[config.mk]
export PLATFORM = sky130hd
export DESIGN_NAME = seq_mult_hs
export DESIGN_NICKNAME = d
export VERILOG_FILES = /design/src/rtl/seq_mult_hs.sv
export SDC_FILE = /design/constraint.sdc
export NUM_CORES = 1
export LEC_CHECK = 0
export CAP_MARGIN = 25
export CORE_ASPECT_RATIO = 0.6
export CORE_UTILIZATION = 64
export DETAILED_ROUTE_END_ITERATION = 12
export HOLD_SLACK_MARGIN = 0.05
export PLACE_DENSITY = 0.95
export SYNTH_ARGS = -nofsm -noshare
export SYNTH_HDL_FRONTEND = slang
export SYNTH_SLANG_ARGS = --single-unit
[constraint.sdc]
create_clock -name clk -period 7.9 [get_ports clk]
set_input_delay 1.975 -clock clk [delete_from_list [all_inputs] [get_ports clk]]
set_output_delay 1.975 -clock clk [all_outputs]
set_load 0.005 [all_outputs]
[src/rtl/seq_mult_hs.sv]
// -----------------------------------------------------------------------------
// seq_mult_hs -- parametrised multi-cycle shift-add multiplier with handshakes.
//
// Takes one operand pair at a time on a valid/ready input port. It multiplies
// the operand magnitudes with a shift-add loop, applies the sign in one fix-up
// cycle, and holds the product on a valid/ready output port until the consumer
// takes it. Only one operation is in flight at a time.
//
// Build option:
//   MULT_RADIX4_EN  When defined, the loop retires 2 multiplier bits per
//                   cycle, which takes WIDTH/2 cycles. WIDTH must then be even.
//                   When undefined, the loop retires 1 bit per cycle, which
//                   takes WIDTH cycles. Both builds give identical products.
//
// Parameters:
//   WIDTH      operand width in bits (>= 4)
//
// Ports:
//   clk        rising-edge clock
//   reset      asynchronous reset, active low
//   flush      synchronous abort to IDLE; the result register keeps its value
//   in_valid   operands/mode valid
//   in_ready   high only in IDLE
//   is_signed  1: a and b are two's complement; sampled at accept
//   a, b       multiplicand, multiplier
//   out_valid  product valid; held until out_ready
//   out_ready  consumer accepts the product
//   result     2*WIDTH-bit product
//   busy       high in CALC or FIX
// -----------------------------------------------------------------------------
module seq_mult_hs #(
    parameter int WIDTH = 32
) (
    input  logic               clk,
    input  logic               reset,
    input  logic               flush,
    input  logic               in_valid,
    output logic               in_ready,
    input  logic               is_signed,
    input  logic [WIDTH-1:0]   a,
    input  logic [WIDTH-1:0]   b,
    output logic               out_valid,
    input  logic               out_ready,
    output logic [2*WIDTH-1:0] result,
    output logic               busy
);

    localparam int PW = 2 * WIDTH;
`ifdef MULT_RADIX4_EN
    localparam int BITS_PER_STEP = 2;
`else
    localparam int BITS_PER_STEP = 1;
`endif
    localparam int CALC_CYCLES = WIDTH / BITS_PER_STEP;
    localparam int CW          = $clog2(CALC_CYCLES + 1);
    localparam logic [CW-1:0] LAST_CNT = CW'(CALC_CYCLES - 1);

    typedef enum logic [1:0] {
        S_IDLE = 2'd0,
        S_CALC = 2'd1,
        S_FIX  = 2'd2,
        S_DONE = 2'd3
    } state_t;

    state_t          state_q, state_d;
    logic [CW-1:0]   cnt_q, cnt_d;
    logic [PW-1:0]   mcand_q, mcand_d;     // multiplicand magnitude, shifted left each step
    logic [WIDTH-1:0] mplier_q, mplier_d;  // multiplier magnitude, shifted right each step
    logic [PW-1:0]   acc_q, acc_d;
    logic [PW-1:0]   result_q, result_d;
    logic            neg_q, neg_d;
    logic            out_valid_q, out_valid_d;
`ifdef MULT_RADIX4_EN
    logic [PW-1:0]   mcand3_q, mcand3_d;   // 3x multiplicand, shifted along with mcand
    logic [PW-1:0]   partial;
`endif

    logic            out_fire;
    logic [WIDTH-1:0] a_mag, b_mag;

    assign out_fire = out_valid_q && out_ready;

    // The magnitude of the most negative value, 2^(WIDTH-1), still fits in an
    // unsigned WIDTH-bit field, so negating in WIDTH bits cannot overflow.
    assign a_mag = (is_signed && a[WIDTH-1]) ? -a : a;
    assign b_mag = (is_signed && b[WIDTH-1]) ? -b : b;

    // ---------------- state register ----------------
    always_ff @(posedge clk or negedge reset) begin
        if (!reset) begin
            state_q <= S_IDLE;
        end else begin
            state_q <= state_d;
        end
    end

    // ---------------- next-state logic ----------------
    always_comb begin
        state_d = state_q;
        if (flush) begin
            state_d = S_IDLE;
        end else begin
            case (state_q)
                S_IDLE:  if (in_valid)          state_d = S_CALC;
                S_CALC:  if (cnt_q == LAST_CNT) state_d = S_FIX;
                S_FIX:                          state_d = S_DONE;
                S_DONE:  if (out_fire)          state_d = S_IDLE;
                default:                        state_d = S_IDLE;
            endcase
        end
    end

    // ---------------- state-decoded outputs ----------------
    always_comb begin
        in_ready = (state_q == S_IDLE);
        busy     = (state_q == S_CALC) || (state_q == S_FIX);
    end

    // out_valid is registered on entry into DONE. It therefore rises one edge
    // after the FIX cycle writes the result, and the result is already stable
    // when out_valid rises.
    always_comb begin
        out_valid_d = 1'b0;
        if (!flush && state_q == S_DONE) begin
            out_valid_d = !out_fire;
        end
    end

    // ---------------- datapath ----------------
    always_comb begin
        cnt_d    = cnt_q;
        mcand_d  = mcand_q;
        mplier_d = mplier_q;
        acc_d    = acc_q;
        result_d = result_q;
        neg_d    = neg_q;
`ifdef MULT_RADIX4_EN
        mcand3_d = mcand3_q;
        partial  = '0;
`endif
        if (!flush) begin
            case (state_q)
                S_IDLE: begin
                    if (in_valid) begin
                        mcand_d  = PW'(a_mag);
                        mplier_d = b_mag;
                        acc_d    = '0;
                        cnt_d    = '0;
                        neg_d    = is_signed && (a[WIDTH-1] ^ b[WIDTH-1]);
`ifdef MULT_RADIX4_EN
                        mcand3_d = PW'(a_mag) + (PW'(a_mag) << 1);
`endif
                    end
                end
                S_CALC: begin
`ifdef MULT_RADIX4_EN
                    case (mplier_q[1:0])
                        2'd1:    partial = mcand_q;
                        2'd2:    partial = mcand_q << 1;
                        2'd3:    partial = mcand3_q;
                        default: partial = '0;
                    endcase
                    acc_d    = acc_q + partial;
                    mcand_d  = mcand_q << 2;
                    mcand3_d = mcand3_q << 2;
                    mplier_d = mplier_q >> 2;
`else
                    if (mplier_q[0]) begin
                        acc_d = acc_q + mcand_q;
                    end
                    mcand_d  = mcand_q << 1;
                    mplier_d = mplier_q >> 1;
`endif
                    cnt_d = cnt_q + CW'(1);
                end
                S_FIX: begin
                    // A zero product negates to zero, so no special case is needed.
                    result_d = neg_q ? -acc_q : acc_q;
                end
                default: ;
            endcase
        end
    end

    always_ff @(posedge clk or negedge reset) begin
        if (!reset) begin
            cnt_q       <= '0;
            mcand_q     <= '0;
            mplier_q    <= '0;
            acc_q       <= '0;
            result_q    <= '0;
            neg_q       <= 1'b0;
            out_valid_q <= 1'b0;
`ifdef MULT_RADIX4_EN
            mcand3_q    <= '0;
`endif
        end else begin
            cnt_q       <= cnt_d;
            mcand_q     <= mcand_d;
            mplier_q    <= mplier_d;
            acc_q       <= acc_d;
            result_q    <= result_d;
            neg_q       <= neg_d;
            out_valid_q <= out_valid_d;
`ifdef MULT_RADIX4_EN
            mcand3_q    <= mcand3_d;
`endif
        end
    end

    assign out_valid = out_valid_q;
    assign result    = result_q;

endmodule

==> summary.md <==
| Metric | Value |
|---|---|
| Max capacitance violation total | `0` |
| Die ar. | `0.02486 sq mm` |
| EDFF count, synth | `0` |
| Area post-placement | `0.01695 sq mm` |
| Yosys reg bits | `234` |
| Post-DP HPWL | `33510 microns` |
| Post-CTS Hold Buffers | `0` |
| 1st-pass router iterations | `8` |
| Pin count of the biggest net entering global routing | `119` |
| Pleak | `8.126 nW` |
| # rows | `between 40 and 50` |
| GRT Total Usage | `around two fifths` |
| First-pass GRT wire length | `75160 microns` |
| H-tree depth | `1` |
| Fillers | `~1600` |
| Outcome | `completed` |
| Achievable Freq | `215.0 MHz` |
| Slew HR | `30.24%` |
| Type of the tightest min-delay check | `register to register` |
| Port Buffers | `between 100 and 150` |
| Fin crit share | `58.89%` |
| Vias | `14990` |
| Sequential fraction of the synthesis area | `37.78%` |
| Setup TNS | `0 ns` |
| Final count of negative-setup-slack endpoints | `0` |
| Vias in the first global route | `14010` |
| Final GP Congestion | `1.039` |
| CTS tree | `built` |
| Area occupied by multi-input gates | `0.009139 sq mm` |
| Clock sink count | `234` |
| Final Cell Area | `roughly 0.018 sq mm` |
| Crit path time final | `4.652 ns` |
| WL final | `47220 microns` |
| Post-Syn Area | `0.01550 sq mm` |
| Kind of critical path | `input pin to register` |
| Post-route DRC | `0` |
| Peak supply drop | `0.3245 mV` |
| Antenna Violating Nets Remaining | `0` |
| Storage element area | `0.005857 sq mm` |
| CP Data Required Time | `~8.3 ns` |
| Core Box Area | `0.02340 sq mm` |
| Drt wl/cell | `21.05 microns` |
| Diodes inserted | `0` |
| Initial antenna violation count | `0` |
| Synthesized netlist net count | `1986` |
| Cells after Synth | `1844` |
| Worst-skew pair later-pin latency | `0.54 ns` |
| Final #Nets | `2054` |
| Total power | `between 6 and 7 mW` |
| Hold slack | `0.4822 ns` |
| Skew final | `just under 0.02 ns` |
| Synth cell types | `74` |
| Critical path peak fanout | `5` |
| Synth Flop Type | `dfrtp_1` |
| Async SR Flop Fraction | `100.0%` |
| Syn_area_per_cell | `8.405 sq um` |
| Num CTS Buffers | `23` |
| CP Data Arrival Time | `between 5 and 6 ns` |
| Die height | `122.5 microns` |
| Num ports | `137` |
| PostCTS Resize Cnt | `0` |
| Final Hold Viols | `0` |
| Actual transition at the worst max-transition pin | `1.037 ns` |
| Area growth syn-to-layout | `14.73%` |
| Final core occ | `75.97%` |
| Crit path launch type | `input pin` |
| Initial Util | `66.22%` |
| Initial DRC Count | `1861` |
| CTS Buffer Depth | `3` |
| Die Width | `202.9 microns` |
| Clk root buf | `clkbuf_16` |
| Gr ovfl total | `0` |
| Clk slew on worst S/H paths | `roughly 0.070 ns` |
| Post-DR vias/cell | `6.683` |
| RSZ-0062 raised after global routing | `false` |
| PD cells | `352.2 mW/mm^2` |
| Setup repair bufs after CTS | `0` |
| Layout cell share with drive strength beyond 1 | `4.046%` |
| Syn. warnings | `0` |
| Critical Path End Type | `register` |
| Final max-slew violation count | `0` |
-- path summary, 6_finish.rpt --
kind                                to  slack [ns]        from  cells past startpoint
setup / recovery           mcand_q[20]        3.25        a[7]                      9
hold / removal              result[25]        0.48  result[25]                      2
setup reg to reg             acc_q[54]        3.54  mcand_q[0]                     12
hold reg to reg             result[25]        0.48  result[25]                      2
max in group asynchronous        neg_q        4.78       reset                      2
min in group asynchronous   mcand_q[5]        1.47       reset                      1
-- per-stage QoR --
stage | instances | setup slack, ns
6_report | 2243 | 3.248
5_1_grt | 2243 | 3.102
4_1_cts | 2243 | 3.294
3_5_place_dp | 2202 | 2.735
3_3_place_gp | 2202 | 2.892
2_1_floorplan | 1844 | 3.843
-- kinds of logic after synthesis --
logic type	count (synthesis)	share of synthesized area, %
xor gates and xnor gates	157	8.872
muxes	8	0.5167
adders and majority gates	72	5.861
DFF	234	37.78
buffers and inverters	135	3.504
AOI/OAI and AO/OA	626	24.99
and+or+nand+nor	612	18.48
-- cell usage after synthesis (31+ instances only) --
cell type | n | area [sq um]
nand2_1 | 278 | 1044
o21ai_0 | 235 | 1176
dfrtp_1 | 234 | 5856
a21oi_1 | 162 | 810.8
nor2_1 | 116 | 435.4
xor2_1 | 103 | 902.1
clkbuf_1 | 94 | 352.8
ha_1 | 71 | 888.4
xnor2_1 | 54 | 473.0
a21o_1 | 46 | 345.3
a22o_1 | 39 | 341.6
o31ai_1 | 32 | 240.2
inv_1 | 31 | 116.4
-- where the power goes --
part	internal [mW]	switching, mW
sequential	1.53	0.356
combinational	1.22	1.91
clock	0.736	0.500
-- worst max-delay path, cell delays in order --
cell and delay, ns:
clkdlybuf4s50_1 0.48, or4_1 0.63, nor4_1 0.88, nand2_1 0.19, o41ai_1 0.37, xor2_1 0.19
nor2_1 0.06, a21oi_1 0.16, o21ai_0 0.09
-- cell usage in the layout (no fill, tap or decap), types with 8 or more instances in the layout --
cell,n
xor2_1,103
a21oi_1,162
and2_1,11
buf_4,10
nor3_1,29
o21ai_0,235
xnor2_1,54
and3_1,17
clkdlybuf4s50_1,135
clkbuf_16,23
nor2b_1,11
nand4_1,23
or3_1,30
a221o_1,11
nand2_1,278
ha_1,70
o21bai_1,8
o41ai_1,15
or4_1,15
nor2_1,116
a22o_1,39
a21o_1,46
a31oi_1,9
dfrtp_1,233
nor4_1,12
mux2i_1,8
o21a_1,10
inv_1,31
o31ai_1,32
nand2b_1,15
nand3_1,25
-- area by class of cell --
type	instances	area share [%]
clock inverter	12	1.077
clock buffer	29	3.589
tap	315	2.217
inverter	32	0.6755
multi-input combinational	1475	51.40
timing repair buffer	146	8.106
sequential	234	32.94
-- registers in the layout (all words and copies together), names as in the netlist --
| name | flops |
|---|---|
| mplier_q | 32 |
| acc_q | 64 |
| neg_q | 1 |
| result | 64 |
| out_valid | 1 |
| cnt_q | 6 |
| mcand_q | 64 |
| state_q | 2 |
-- metal layers --
| metal | global-route usage, % | part of all wire, % | routed length, microns |
|---|---|---|---|
| met2 | 54.84 | 41 | 19160 |
| met1 | 54.93 | 43 | 20270 |
| met3 | 13.36 | 14 | 6438 |
| met5 | 0 | 0 | 0 |
| met4 | 10.43 | 2.9 | 1350 |
Note: power is estimated with default switching activity, not from simulation.
